$ cat src/rtl/wc_tile_feeder.sv
// Sliding-window feeder for a Winograd F(2,4) core: builds TILE-sample windows
// advancing by STRIDE, zero-pads short row tails. Optional WC_FEEDER_CNT_EN adds tile_cnt.
module wc_tile_feeder #(
  parameter int DW     = 10,
  parameter int TILE   = 5,
  parameter int STRIDE = 2
) (
  input  logic                 clk,
  input  logic                 rst,
  input  logic                 in_valid,
  output logic                 in_ready,
  input  logic signed [DW-1:0] in_data,
  input  logic                 in_last,
  output logic                 out_valid,
  input  logic                 out_ready,
  output logic [DW*TILE-1:0]   out_D,
  output logic                 out_last
`ifdef WC_FEEDER_CNT_EN
  ,
  output logic [15:0]          tile_cnt
`endif
);

  localparam int CW = $clog2(TILE + 1);
  localparam int WW = DW * TILE;

  typedef enum logic [1:0] {
    S_FILL = 2'd0,
    S_STEP = 2'd1,
    S_PAD  = 2'd2
  } state_t;

  state_t        r_state, w_state_nxt;
  logic [CW-1:0] r_cnt, w_cnt_nxt;
  logic [WW-1:0] r_win, w_win_nxt;
  logic          r_pad_fill, w_pad_fill_nxt;
  logic          r_out_valid;
  logic          r_out_last;
  logic [WW-1:0] r_out_D;

  logic          w_out_free;
  logic          w_acc;
  logic          w_pad_go;
  logic          w_step;
  logic          w_done;
  logic          w_emit;
  logic          w_emit_last;
  logic [CW-1:0] w_target;
  logic [CW-1:0] w_cnt_inc;
  logic [DW-1:0] w_shift_in;
  logic [WW-1:0] w_shifted;

  assign w_out_free = !r_out_valid || out_ready;
  assign in_ready   = w_out_free && (r_state != S_PAD) && !rst;
  assign w_acc      = in_valid && in_ready;
  assign w_pad_go   = (r_state == S_PAD) && w_out_free;
  assign w_step     = w_acc || w_pad_go;

  // r_pad_fill remembers whether the row ended before the first window was full
  assign w_target   = ((r_state == S_FILL) || ((r_state == S_PAD) && r_pad_fill))
                      ? CW'(TILE) : CW'(STRIDE);
  assign w_cnt_inc  = r_cnt + 1'b1;
  assign w_done     = w_step && (w_cnt_inc == w_target);

  // Newest sample enters at the top slot; slot 0 (oldest) falls off
  assign w_shift_in = w_pad_go ? '0 : in_data;
  assign w_shifted  = {w_shift_in, r_win[WW-1:DW]};

  always_comb begin
    w_state_nxt    = r_state;
    w_cnt_nxt      = r_cnt;
    w_win_nxt      = r_win;
    w_pad_fill_nxt = r_pad_fill;
    w_emit         = 1'b0;
    w_emit_last    = 1'b0;
    if (w_step) begin
      w_win_nxt = w_shifted;
      w_cnt_nxt = w_cnt_inc;
      if (w_done) begin
        w_emit    = 1'b1;
        w_cnt_nxt = '0;
        if (w_pad_go || in_last) begin
          w_emit_last = 1'b1;
          w_state_nxt = S_FILL;
          w_win_nxt   = '0;
        end else begin
          w_state_nxt = S_STEP;
        end
      end else if (w_acc && in_last) begin
        w_state_nxt    = S_PAD;
        w_pad_fill_nxt = (r_state == S_FILL);
      end
    end
  end

  always_ff @(posedge clk or posedge rst) begin
    if (rst) begin
      r_state    <= S_FILL;
      r_cnt      <= '0;
      r_win      <= '0;
      r_pad_fill <= 1'b0;
    end else begin
      r_state    <= w_state_nxt;
      r_cnt      <= w_cnt_nxt;
      r_win      <= w_win_nxt;
      r_pad_fill <= w_pad_fill_nxt;
    end
  end

  // Output register: a completing step always finds it free, so load wins over drain
  always_ff @(posedge clk or posedge rst) begin
    if (rst) begin
      r_out_valid <= 1'b0;
      r_out_last  <= 1'b0;
      r_out_D     <= '0;
    end else if (w_emit) begin
      r_out_valid <= 1'b1;
      r_out_last  <= w_emit_last;
      r_out_D     <= w_shifted;
    end else if (out_ready) begin
      r_out_valid <= 1'b0;
    end
  end

  assign out_valid = r_out_valid;
  assign out_last  = r_out_last;
  assign out_D     = r_out_D;

`ifdef WC_FEEDER_CNT_EN
  logic [15:0] r_tile_cnt;

  always_ff @(posedge clk or posedge rst) begin
    if (rst) begin
      r_tile_cnt <= '0;
    end else if (r_out_valid && out_ready) begin
      r_tile_cnt <= r_tile_cnt + 16'd1;
    end
  end

  assign tile_cnt = r_tile_cnt;
`endif

endmodule

$ cat config.mk
export PLATFORM = sky130hd
export DESIGN_NAME = wc_tile_feeder
export DESIGN_NICKNAME = d
export VERILOG_FILES = /design/src/rtl/wc_tile_feeder.sv
export SDC_FILE = /design/constraint.sdc
export NUM_CORES = 1
export LEC_CHECK = 0
export ABC_AREA = 1
export BUFFER_PORTS_ARGS = -buffer_cell sky130_fd_sc_hd__buf_2
export CORE_UTILIZATION = 37
export DETAILED_ROUTE_END_ITERATION = 6
export PLACE_DENSITY = 0.63
export SYNTH_ARGS = -nofsm -noshare
export SYNTH_HDL_FRONTEND = slang
export SYNTH_SLANG_ARGS = --single-unit
$ cat constraint.sdc
create_clock -name clk -period 5 [get_ports clk]
set_input_delay 1 -clock clk [delete_from_list [all_inputs] [get_ports clk]]
set_output_delay 1 -clock clk [all_outputs]
set_load 0.05 [all_outputs]
==> results.py <==
metrics = {
    "cells_and_area": {
        "seq_area_um2": 2450,
        "multi_input_area_um2": 1530,
        "layout_common_cells": "162 x nand2_1, 98 x dfrtp_1, 67 x buf_2",
        "layout-drive-gt1-share_pct": 21.4,
        "stdcell_count": 695,
        "syn_to_final_growth_pct": 14.7,
        "n_antenna_cell": 0,
        "nFillCells": 1131,
        "final_nets": 563,
        "final_common_cell": "nand2_1",
    },
    "status": {
        "status": "finished clean",
    },
    "critical_path": {
        "r2r_start": "out_valid",
        "crit_path_start_kind": "input pin",
        "required_ns": 5.21,
        "cp.arrival_ns": 2.97,
        "end_kind": "register",
        "cp-startpoint": "out_ready",
        "worst-path-max-fanout": 84,
        "path_class": "input pin to register",
    },
    "cts": {
        "htreeDepth": 3,
        "clock_sinks": 98,
        "cts_resized": 0,
        "post_cts_buffers": 0,
        "clk_pin_slew_ns": 0.06,
        "cts-hold-fix-buffers": 0,
        "cts_root_buffer": "clkbuf_16",
        "numCtsBuffers": 9,
        "insertion_delay_ns": 0.34,
        "clockBufferDepth": 2,
        "tritoncts": "yes",
    },
    "sta": {
        "rsz0062_at_grt": "false",
        "maxSlewHeadroom_pct": 31.7,
        "tns_ns": 0,
        "finClkSkew_ns": 0.0122,
        "drv_slew": 0,
        "min_period_over_period_pct": 55.2,
        "hold_violations": 0,
        "setup_viol": 0,
        "min_period_ns": 2.76,
        "worst_slew_pin_slew_ns": 1.02,
        "clock.fmax_ghz": 0.362,
    },
    "floorplan": {
        "num_rows": 39,
        "dieArea_um2": 12200,
        "core_um2": 11400,
        "die_w_um": 110,
        "initial_core_util_pct": 38.1,
        "num_io_pins": 68,
        "die_h_um": 110,
    },
    "drt": {
        "top_layer": "met4",
        "drt-met1-wl_mm": 4.36,
        "via_count": 3354,
        "drc": 0,
        "initialDrtViolationCount": 194,
        "wl_per_cell_um": 13.1,
        "ant_nets": 0,
        "drt-pass1-iter-count": 4,
        "postRouteWirelength_mm": 9.08,
        "wl_met2_mm": 4.29,
        "vias_per_cell": 4.83,
        "wl_met3_um": 421,
    },
    "synthesis": {
        "synth.distinct_cells": 20,
        "netlist_area_um2": 4350,
        "synth_mux_area_share_pct": 0,
        "syn_nets": 516,
        "ys_seq_area_share_pct": 56.4,
        "netlist_instances": 500,
        "synth_top_family_by_area": "simple AND/OR/NAND/NOR gates",
        "synth.avg_cell_area_um2": 8.70,
        "synthAdderAreaFrac_pct": 0.288,
        "synth-seq-cells": 98,
        "yosysWarningCount": 0,
        "synth_xor_area_share_pct": 0,
        "synth_compound_gate_area_share_pct": 9.52,
        "synthSimpleGateAreaFrac_pct": 25.1,
    },
    "pwr": {
        "power_density_nw_per_um2": 649,
        "p_leak_nw": 2.67,
        "switching_share_pct": 45.4,
        "pwr-share-comb_pct": 41.9,
        "pwr-share-clk_pct": 21.9,
        "pwr-share-seq_pct": 36.2,
        "vdd_ir_drop_max_v": 0.000398,
        "switchingPower_mw": 1.47,
        "p_int_mw": 1.77,
    },
    "global_route": {
        "grt_pass1_wl_mm": 15.8,
        "grt_max_degree": 95,
        "grt_overflow_total": 0,
        "antenna_found_initial": 0,
        "grt_pass1_vias": 3245,
        "grt.total_usage_pct": 15.8,
    },
    "placed_design": {
        "place_inst": 679,
        "portBuffers": 67,
        "hpwl_mm": 5.95,
        "place_congestion": 0.752,
    },
    "hold_path": {
        "min_from": "out_D[2]",
        "hold_class": "register to register",
    },
    "run": {
        "drv_cap": 0,
    },
}
-- stage by stage --
stage	power (mW)	area, µm²	utilization (%)	worst slack, ns	hold WS [ns]
floorplan	2.31	4350	-	0.792	0.465
global placement	2.52	4670	40.9	1.94	0.452
CTS	3.28	4990	43.7	2.23	0.472
detailed placement	2.55	4670	40.9	1.88	0.456
global route	3.47	4990	43.7	2.02	0.506
finish	3.24	4990	43.7	2.24	0.471
-- cells by family after synthesis --
logic type      count (synthesis)
buf+inv                        76
compound gates                 73
simple gates                  252
flops                          98
fa+ha+maj                       1
-- final timing paths --
check                                 end  cells past startpoint  slack, ns
worst max-delay path            r_win[19]                      9       2.24
worst min register to register   out_D[2]                      2       0.47
min in group asynchronous       out_valid                      2       0.67
worst max register to register  r_win[19]                      7       2.62
max in group asynchronous       r_win[17]                      3       3.14
worst min-delay path             out_D[2]                      2       0.47
-- critical path, stage by stage --
cell and delay [ns]:
buf_2 0.08, inv_1 0.03, nand2_1 0.17, nand3_2 0.13
buf_4 0.39, nand2_1 0.17, nand3_2 0.66, nand2_1 0.26
nand2_1 0.08
-- metal layers --
layer | track usage [%] | vias up
met5 | 0 | -
met4 | 2.93 | 0
met3 | 4.45 | 2
met2 | 24.6 | 66
met1 | 22.1 | 1607
li1 | - | 1679
-- layout make-up --
class	count	area share [%]
timing repair buffer	70	7.17
sequential	98	49.1
tap	143	3.59
multi-input combinational	326	30.6
inverter	42	3.21
clock buffer	11	5.07
clock inverter	5	1.25
-- power groups by stage --
stage	sequential (mW)	clock (mW)	combinational, mW
finish	1.17	0.710	1.36
global route	1.21	0.763	1.50
CTS	1.17	0.731	1.37
detailed placement	1.19	0	1.36
global placement	1.18	0	1.34
floorplan	1.51	0	0.805
-- synth_stat cells --
library cell,instances,area [µm²]
a21oi_1,31,155
buf_2,20,100
buf_4,1,7.51
buf_6,9,101
clkbuf_1,4,15.0
dfrtp_1,98,2450
ha_1,1,12.5
inv_1,41,154
inv_2,1,3.75
nand2_1,162,608
nand2_2,12,75.1
nand2_4,2,22.5
nand3_1,59,295
nand3_2,2,20.0
nand3b_1,1,7.51
nand4_2,1,12.5
nor2_1,13,48.8
o21ai_0,2,10.0
o21ai_1,27,135
o21ai_2,13,114
-- registers in the layout (all words and copies together) (netlist names) --
register and flops:
out_D 50, out_last 1, out_valid 1, r_cnt 3, r_pad_fill 1, r_state 2, r_win 40
(Power assumes the default switching activity.)
